--- config.mk ---
export PLATFORM = sky130hd
export DESIGN_NAME = demux_sel_sequencer
export DESIGN_NICKNAME = d
export VERILOG_FILES = /design/src/rtl/demux_seq_pkg.sv /design/src/rtl/demux_rr_ptr.sv /design/src/rtl/demux_sel_sequencer.sv
export SDC_FILE = /design/constraint.sdc
export NUM_CORES = 1
export LEC_CHECK = 0
export BUFFER_PORTS_ARGS = -buffer_cell sky130_fd_sc_hd__buf_2
export CORE_AREA = 4 4 41 43
export CTS_BUF_LIST = sky130_fd_sc_hd__clkbuf_8 sky130_fd_sc_hd__clkbuf_16
export CTS_CLUSTER_DIAMETER = 200
export DETAILED_ROUTE_END_ITERATION = 7
export DIE_AREA = 0 0 45 47
export SYNTH_ARGS = -nofsm -noshare
export SYNTH_HDL_FRONTEND = slang
export SYNTH_SLANG_ARGS = --single-unit
--- constraint.sdc ---
create_clock -name clk -period 1.7 [get_ports clk]
set_input_delay 0.17 -clock clk [delete_from_list [all_inputs] [get_ports clk]]
set_output_delay 0.17 -clock clk [all_outputs]
set_load 0.01 [all_outputs]
--- src/rtl/demux_seq_pkg.sv ---
// Shared types and helpers for the demux select sequencer.
//   state_t   : sequencer FSM states (IDLE, ROUTE)
//   MODE_*    : channel-selection modes sampled at beat accept
//   sel_w()   : select/counter width for a given count (minimum 1 bit)
package demux_seq_pkg;

    typedef enum logic {
        IDLE  = 1'b0,
        ROUTE = 1'b1
    } state_t;

    localparam logic MODE_RR   = 1'b0;
    localparam logic MODE_ADDR = 1'b1;

    // Width needed to hold values 0..n-1; never narrower than one bit.
    function automatic int unsigned sel_w(input int unsigned n);
        return (n <= 2) ? 1 : $clog2(n);
    endfunction

endpackage

--- src/rtl/demux_rr_ptr.sv ---
// Wrapping round-robin pointer 0..N-1.
// Ports:
//   clk, rst_n : clock, asynchronous active-low reset
//   inc        : advance pointer by one, wrapping N-1 -> 0
//   ptr        : current pointer (registered)
//   last_c     : combinational flag, ptr == N-1
module demux_rr_ptr
    import demux_seq_pkg::*;
#(
    parameter  int unsigned N = 4,
    localparam int unsigned W = sel_w(N)
) (
    input  logic         clk,
    input  logic         rst_n,
    input  logic         inc,
    output logic [W-1:0] ptr,
    output logic         last_c
);

    assign last_c = (ptr == W'(N - 1));

    // Pointer register; wraps explicitly so non-power-of-2 N stays in range.
    always_ff @(posedge clk or negedge rst_n) begin
        if (!rst_n) begin
            ptr <= '0;
        end else if (inc) begin
            ptr <= last_c ? '0 : ptr + W'(1);
        end
    end

endmodule

--- src/rtl/demux_sel_sequencer.sv ---
// Upstream driver for a 1xN demux: takes 1-bit beats on a valid/ready
// stream and drives registered en/i/s, one channel per beat, holding each
// routed beat for HOLD_CYC cycles.
// Optional feature: define DEMUX_SEQ_ERRCNT_EN to add the saturating
// err_cnt port counting dropped (bad-address) beats.
// Ports:
//   clk, rst_n  : clock, asynchronous active-low reset
//   in_valid    : beat present
//   in_data     : beat value, forwarded to i
//   in_addr     : target channel in addressed mode
//   mode        : 0 round-robin, 1 addressed; sampled at accept
//   in_ready    : combinational, high while idle
//   en, i, s    : registered demux enable / data / select
//   frame_done  : pulse when the RR beat for channel N-1 goes out
//   addr_err    : pulse when an addressed beat with in_addr >= N is dropped
//   err_cnt     : dropped-beat count (DEMUX_SEQ_ERRCNT_EN only)
module demux_sel_sequencer
    import demux_seq_pkg::*;
#(
    parameter  int unsigned N        = 4,
    parameter  int unsigned HOLD_CYC = 1,
    localparam int unsigned SEL_W    = sel_w(N)
) (
    input  logic             clk,
    input  logic             rst_n,
    input  logic             in_valid,
    input  logic             in_data,
    input  logic [SEL_W-1:0] in_addr,
    input  logic             mode,
    output logic             in_ready,
    output logic             en,
    output logic             i,
    output logic [SEL_W-1:0] s,
    output logic             frame_done,
    output logic             addr_err
`ifdef DEMUX_SEQ_ERRCNT_EN
    ,
    output logic [7:0]       err_cnt
`endif
);

    localparam int unsigned HC_W = sel_w(HOLD_CYC);

    state_t           state;
    logic [HC_W-1:0]  hold_cnt;
    logic [SEL_W-1:0] rr_ptr;
    logic             rr_last_c;
    logic             accept_c;
    logic             bad_addr_c;
    logic             rr_inc_c;
    logic [SEL_W-1:0] chan_c;

    assign in_ready   = (state == IDLE);
    assign accept_c   = in_valid & in_ready;
    // Only reachable for non-power-of-2 N; widened compare avoids truncation.
    assign bad_addr_c = (mode == MODE_ADDR) && (32'(in_addr) >= N);
    assign rr_inc_c   = accept_c & (mode == MODE_RR);
    assign chan_c     = (mode == MODE_ADDR) ? in_addr : rr_ptr;

    demux_rr_ptr #(.N(N)) u_rr_ptr (
        .clk    (clk),
        .rst_n  (rst_n),
        .inc    (rr_inc_c),
        .ptr    (rr_ptr),
        .last_c (rr_last_c)
    );

    // Sequencer FSM with registered demux drive and status pulses.
    always_ff @(posedge clk or negedge rst_n) begin
        if (!rst_n) begin
            state      <= IDLE;
            hold_cnt   <= '0;
            en         <= 1'b0;
            i          <= 1'b0;
            s          <= '0;
            frame_done <= 1'b0;
            addr_err   <= 1'b0;
        end else begin
            frame_done <= 1'b0;
            addr_err   <= 1'b0;
            case (state)
                IDLE: begin
                    if (accept_c) begin
                        if (bad_addr_c) begin
                            // Beat consumed but never reaches the demux.
                            addr_err <= 1'b1;
                        end else begin
                            state      <= ROUTE;
                            hold_cnt   <= '0;
                            en         <= 1'b1;
                            i          <= in_data;
                            s          <= chan_c;
                            frame_done <= rr_inc_c & rr_last_c;
                        end
                    end
                end
                ROUTE: begin
                    if (hold_cnt == HC_W'(HOLD_CYC - 1)) begin
                        // i and s keep their last value while en is low.
                        state    <= IDLE;
                        hold_cnt <= '0;
                        en       <= 1'b0;
                    end else begin
                        hold_cnt <= hold_cnt + HC_W'(1);
                    end
                end
                default: state <= IDLE;
            endcase
        end
    end

`ifdef DEMUX_SEQ_ERRCNT_EN
    // Saturating count of dropped beats; only reset clears it.
    always_ff @(posedge clk or negedge rst_n) begin
        if (!rst_n) begin
            err_cnt <= '0;
        end else if (accept_c && bad_addr_c && (err_cnt != 8'hFF)) begin
            err_cnt <= err_cnt + 8'd1;
        end
    end
`endif

endmodule

==> flow_metrics.env, run 1 <==
export IMPL_dr_first_iter_drc_count=0
export IMPL_cts_setup_buffers=0
export IMPL_grt_use_total=0.0829
export IMPL_setup_tns_ns=0
export IMPL_die_area_mm2=0.00212
export IMPL_fin_util=0.369
export IMPL_swShare=0.260
export IMPL_start_util=0.275
export IMPL_worst_r2r_cell_count=2
export IMPL_synthFlopType="dfrtp_1"
export IMPL_crit_type="flip-flop to flip-flop"
export IMPL_final_area_um2=480
export IMPL_clockPowerShare=0.342
export IMPL_max_stage_delay_ns=0.43
export IMPL_cts_made_buffers=3
export IMPL_slew_viol_final=0
export IMPL_nets=50
export IMPL_synth_area_leader_cell="dfrtp_1"
export IMPL_num_vias=234
export IMPL_cts_reportedPaths_clkPinSlew_ns=0.04
export IMPL_vias_per_cell=4.25
export IMPL_synthTopCellsByArea="dfrtp_1, mux2_2, mux2_4, nor2b_4, ha_1"
export IMPL_crit_start="state$_DFF_PN0_"
export IMPL_p_sw_uw=176
export IMPL_cp_max_fo=4
export IMPL_critPathRequiredTime_ns=1.81
export IMPL_antenna_found_initial=0
export IMPL_yosysTopAreaCellShare=0.559
export IMPL_fp_coreArea_mm2=0.00130
export IMPL_drtAntennaViolNets=0
export IMPL_rsz0062_at_grt="no"
export IMPL_synth_most_common_cell="dfrtp_1"
export IMPL_synth_distinct_cells=11
export IMPL_cts_tree="done"
export IMPL_fin_cells=55
export IMPL_syn_avg_cell_area_um2=14.3
export IMPL_pwr_share_seq=0.411
export IMPL_r2r_start="state$_DFF_PN0_"
export IMPL_drive_gt1_frac=0.600
export IMPL_cp_arrival_ns=1.28
export IMPL_finalHoldViolCount=0
export IMPL_synth_fp_nets=33
export IMPL_synthMuxAreaShare=0.241
export IMPL_num_antenna_cells=0
export IMPL_hold_depth=2
export IMPL_dpl_cell_area_um2=429
export IMPL_htree_levels=1
export IMPL_yosysSeqAreaShare=0.559
export IMPL_die_y_um=47
export IMPL_num_io_pins=14
export IMPL_power_density_mw_per_mm2=1410
export IMPL_p_comb_frac=0.247
export IMPL_clkSinkCount=8
export IMPL_fin_crit_ns=1.17
export IMPL_grt_pass1_wl_mm=1.08
export IMPL_cpMaxStageDelayCell="dfrtp_1"
export IMPL_drtPass1Iterations=1
export IMPL_holdCritStartpoint="in_data"
export IMPL_clock_path_buffers=2
export IMPL_hold_class="primary input to flip-flop"
export IMPL_root_buffer="clkbuf_8"
export IMPL_synth_edff_count=0
export IMPL_post_route_drc_count=0
export IMPL_area_growth_syn_to_layout_pct=34.3
export IMPL_netlist_area_um2=358
export IMPL_synth_compound_area_frac=0
export IMPL_synthAdderAreaFrac=0.0350
export IMPL_synth_top_cells_by_count="dfrtp_1, mux2_2, nor2_1"
export IMPL_p_int_uw=501
export IMPL_chipWidth_um=45
export IMPL_timing_final_crit_share=0.687
export IMPL_synthSimpleGateAreaFrac=0.122
export IMPL_grt_pass1_vias=223
export IMPL_num_fill_cells=143
export IMPL_worstSetupStartpointType="flip-flop"
export IMPL_max_vdd_ir_drop_mv=0.648
export IMPL_setup_viol=0
export IMPL_async_flop_share=1.00
export IMPL_worstPathCellList="nor3b_2 > mux2_2"
export IMPL_finClkSkew_ns=0.00461
export IMPL_leakage_uw=0.000240
export IMPL_finalWirelength_um=626
export IMPL_insertion_delay_ns=0.23
export IMPL_dp_slack_ns=0.523
export IMPL_cts_resized=0
export IMPL_fin_ws_ns=0.531
export IMPL_synth_xor_area_frac=0
export IMPL_drt_wirelength_per_cell_um=11.4
export IMPL_dp_cells=51
export IMPL_yosys_warnings=0
export IMPL_syn_inst=25
export IMPL_io_buffers=12
export IMPL_cap_viol_max_count=0
export IMPL_ys_ff_latch=8
export IMPL_crit_path_end_kind="flip-flop"
export IMPL_synth_top_family_by_area="multiplexers"
export IMPL_status="finished clean"
export IMPL_gp_congestion=0.634
export IMPL_grt_max_degree=9
export IMPL_overflow=0
export IMPL_rows=13
export IMPL_timing_fmax_ghz=0.856
==> metrics by stage <==
stage	hold WS, ns	total power [uW]
floorplan	-0.126	395
global placement	0.0230	454
detailed placement	0.0278	451
CTS	0.167	695
global route	0.175	733
finish	0.173	677
==> registers in the layout, summed over array words and instances (netlist names) <==
signal,cells
state,1
i,1
frame_done,1
s,2
u_rr_ptr.ptr,2
en,1
==> what timing repair did <==
item	CTS	global route
endpoints found under the hold margin	8	0
hold buffers	1	0
setup endpoints to repair	0	0
==> per-layer routing <==
| metal | routed length (um) | vias to the layer above | track usage |
|---|---|---|---|
| met5 | 0 | - | 0 |
| met4 | 19 | 0 | 0.0702 |
| met3 | 98 | 5 | 0.0766 |
| met2 | 220 | 15 | 0.0876 |
| met1 | 288 | 102 | 0.0958 |
| li1 | - | 112 | - |
==> cell type report <==
| class | count | area [um^2] | area share |
|---|---|---|---|
| sequential | 8 | 200 | 0.417 |
| clock buffer | 3 | 41.3 | 0.0859 |
| multi-input combinational | 15 | 146 | 0.305 |
| timing repair buffer | 13 | 70.1 | 0.146 |
| tap | 15 | 18.8 | 0.0391 |
| inverter | 1 | 3.75 | 0.00781 |
==> path summary, 6_finish.rpt <==
check | to | slack (ns)
min in group asynchronous | frame_done$_DFF_PN0_ | 0.31
worst max-delay path | u_rr_ptr.ptr[0]$_DFFE_PN0P_ | 0.53
max in group asynchronous | s[1]$_DFFE_PN0P_ | 1.22
worst max register to register | u_rr_ptr.ptr[0]$_DFFE_PN0P_ | 0.53
worst min-delay path | i$_DFFE_PN0P_ | 0.17
worst min register to register | en$_DFFE_PN0P_ | 0.49
==> power groups by stage <==
stage          registers, uW  clock network [uW]  logic (uW)
2_1_floorplan            291                   0         104
3_3_place_gp             283                   0         171
3_5_place_dp             284                   0         167
4_1_cts                  280                 243         172
5_1_grt                  288                 255         191
6_report                 279                 231         167
==> cells by family (layout without fill, tap and decap cells) <==
family | Yosys count | after routing
and+or+nand+nor | 6 | 6
muxes | 7 | 7
DFF | 8 | 8
other | 1 | 1
buffers and inverters | 2 | 17
adders and majority gates | 1 | 1
==> worst max-delay path, delay by kind of cell (launching register included) <==
| kind | cells | cell delay [ns] |
|---|---|---|
| flops | 1 | 0.43 |
| mux | 1 | 0.36 |
| simple gates | 1 | 0.27 |
==> layout by cell type, fill, tap and decap left out <==
master and instances:
nor2b_4 1, mux2_2 5, ha_1 1, conb_1 1, nor3b_2 1, nor2_1 3, mux2_4 2, inv_1 1
and2_1 1, clkbuf_8 3, buf_2 12, dlygate4sd3_1 1, dfrtp_1 8
Note: power is estimated with default switching activity, not from simulation.
==> inputs of run 2 (changes only) <==
ABC_AREA = 1   (was default)
clock period = 1 ns   (was 1.7 ns; I/O delays follow)
==> run 2 against run 1 <==
Against the previous run: count of clock-buffer cells in the layout is the same; critical endpoint is now in_ready; highest routed layer unchanged; synthesized cell count is 72% higher; largest cell class unchanged; die area did not move.
==> flow_metrics.env, run 2 <==
export IMPL_insertion_delay_ns=0.23
export IMPL_fin_crit_ns=0.957
export IMPL_synth_edff_count=0
export IMPL_grt_pass1_wl_mm=1.29
export IMPL_synth_area_leader_cell="dfrtp_1"
export IMPL_fp_coreArea_mm2=0.00130
export IMPL_yosysSeqAreaShare=0.561
export IMPL_worstSetupStartpointType="flip-flop"
export IMPL_crit_type="flip-flop to output port"
export IMPL_dr_first_iter_drc_count=5
export IMPL_r2r_end="u_rr_ptr.ptr[1]$_DFFE_PN0P_"
export IMPL_vias_per_cell=4.53
export IMPL_cap_viol_max_count=0
export IMPL_timing_final_crit_share=0.957
export IMPL_setup_viol=0
export IMPL_power_density_mw_per_mm2=2150
export IMPL_die_area_mm2=0.00212
export IMPL_reg_largest_list="s x2, u_rr_ptr.ptr x2"
export IMPL_grt_pass1_vias=306
export IMPL_worst_r2r_cell_count=3
export IMPL_multi_input_area_um2=130
export IMPL_syn_avg_cell_area_um2=8.29
export IMPL_fin_cells=74
export IMPL_root_buffer="clkbuf_8"
export IMPL_dp_cells=69
export IMPL_num_antenna_cells=0
export IMPL_grt_max_degree=9
export IMPL_cts_tree="done"
export IMPL_ys_ff_latch=8
export IMPL_max_vdd_ir_drop_mv=0.604
export IMPL_status="finished clean"
export IMPL_grt_use_total=0.0925
export IMPL_critPathRequiredTime_ns=0.90
export IMPL_drive_gt1_frac=0.339
export IMPL_clkSinkCount=8
export IMPL_hold_depth=3
export IMPL_overflow=0
export IMPL_cp_arrival_ns=0.86
export IMPL_num_fill_cells=157
export IMPL_io_buffers=12
export IMPL_dp_hpwl_um=567
export IMPL_timing_fmax_ghz=1.04
export IMPL_slew_viol_final=0
export IMPL_clock_path_buffers=2
export IMPL_nets=69
export IMPL_finClkSkew_ns=0.00346
export IMPL_rows=13
export IMPL_synth_fp_nets=51
export IMPL_crit_path_end_kind="output port"
export IMPL_netlist_area_um2=357
export IMPL_finalWirelength_um=775
export IMPL_holdCritStartpoint="in_data"
export IMPL_area_growth_syn_to_layout_pct=36.5
export IMPL_die_y_um=47
export IMPL_rsz0062_at_grt="no"
export IMPL_syn_inst=43
export IMPL_r2r_slack_ns=0.05
export IMPL_synthTopCellsByArea="dfrtp_1, nand2_1, ha_1, inv_1, nor2_4"
export IMPL_whs_ns=0.0788
export IMPL_leakage_uw=0.000282
export IMPL_yosys_warnings=0
export IMPL_r2r_start="u_rr_ptr.ptr[0]$_DFFE_PN0P_"
export IMPL_yosysTopAreaCellShare=0.561
export IMPL_drtPass1Iterations=4
export IMPL_cts_reportedPaths_clkPinSlew_ns=0.04
export IMPL_drtAntennaViolNets=0
export IMPL_final_common_cell="nand2_1"
export IMPL_num_io_pins=14
export IMPL_cts_made_buffers=3
export IMPL_seqCellArea_um2=200
export IMPL_synthFlopType="dfrtp_1"
export IMPL_post_route_drc_count=0
export IMPL_start_util=0.274
export IMPL_chipWidth_um=45
export IMPL_num_vias=335
export IMPL_cp_max_fo=4
export IMPL_gp_congestion=0.685
export IMPL_drt_wirelength_per_cell_um=10.5
export IMPL_setup_tns_ns=0
export IMPL_synth_distinct_cells=11
export IMPL_power_total_uw=1050
export IMPL_finalHoldViolCount=0
export IMPL_min_to="i$_DFFE_PN0P_"
export IMPL_hold_class="primary input to flip-flop"
export IMPL_layout_common_cells="nand2_1, buf_2, dfrtp_1"
export IMPL_synth_top_cells_by_count="nand2_1, dfrtp_1, inv_1"
export IMPL_synth_most_common_cell="nand2_1"
export IMPL_htree_levels=1
export IMPL_async_flop_share=1.00
export IMPL_antenna_found_initial=0
run 2: changes by cell type after synthesis, sizes merged:
cell	previous run	this run
and2	1	0
nand2	0	21
nor2b	1	0
mux2	7	0
nand3	0	2
inv	1	5
nand4	0	1
nor3b	1	0
run 2: kinds of logic (layout without fill, tap and decap cells):
| kind of cell | count (synthesis) | after routing | share of synthesized area |
|---|---|---|---|
| other cells | 1 | 1 | 0.0105 |
| buf+inv | 6 | 22 | 0.0737 |
| flops | 8 | 8 | 0.561 |
| simple gates | 27 | 27 | 0.319 |
| fa+ha+maj | 1 | 1 | 0.0351 |
run 2: per-layer routing:
| metal | global-route usage | wire, um | vias to the layer above |
|---|---|---|---|
| met5 | 0 | 0 | - |
| met4 | 0.123 | 41 | 0 |
| met3 | 0.0230 | 48 | 4 |
| met2 | 0.116 | 353 | 15 |
| met1 | 0.112 | 332 | 155 |
| li1 | - | - | 161 |
run 2: worst max-delay path by stage:
stage | start | endpoint | slack, ns | cells after the start
floorplan | u_rr_ptr.ptr[0]$_DFFE_PN0P_ | u_rr_ptr.ptr[1]$_DFFE_PN0P_ | 0.09 | 3
global placement | u_rr_ptr.ptr[0]$_DFFE_PN0P_ | u_rr_ptr.ptr[1]$_DFFE_PN0P_ | 0.07 | 3
detailed placement | u_rr_ptr.ptr[0]$_DFFE_PN0P_ | u_rr_ptr.ptr[1]$_DFFE_PN0P_ | 0.05 | 3
CTS | state$_DFF_PN0_ | in_ready | 0.04 | 2
global route | state$_DFF_PN0_ | in_ready | 0.005 | 2
finish | state$_DFF_PN0_ | in_ready | 0.04 | 2
run 2: what timing repair did:
item                                   in CTS  in global routing
resized for setup                           1                  0
endpoints found under the hold margin       8                  0
setup endpoints to repair                   1                  1
hold buffers                                1                  0
buffers inserted                            0                  1
pin swaps                                   0                  0
run 2: where the power goes:
| part | internal (uW) | total [uW] | switching [uW] |
|---|---|---|---|
| Clock | 261 | 386 | 126 |
| Sequential | 393 | 444 | 50.9 |
| Combinational | 93.8 | 217 | 123 |
| Total | 747 | 1050 | 299 |
run 2: cell type report:
cell class / count / area share
repair buffers: 14 / 0.159
inverters: 5 / 0.0386
well taps: 15 / 0.0386
multi-input cells: 29 / 0.267
flip-flops and latches: 8 / 0.411
clock buffers: 3 / 0.0848
run 2: worst max-delay path, stage by stage, from the launching register on:
cell     delay, ns
dfrtp_1       0.41
inv_2         0.09
buf_2         0.13
run 2: stage by stage:
stage | utilization | worst slack, ns | instance area, um^2
after CTS | 0.368 | 0.0355 | 479
after global placement | 0.329 | 0.0744 | 428
after global routing | 0.374 | 0.00528 | 487
after floorplan | - | 0.0909 | 357
after detailed placement | 0.329 | 0.0544 | 428
final | 0.374 | 0.0426 | 487
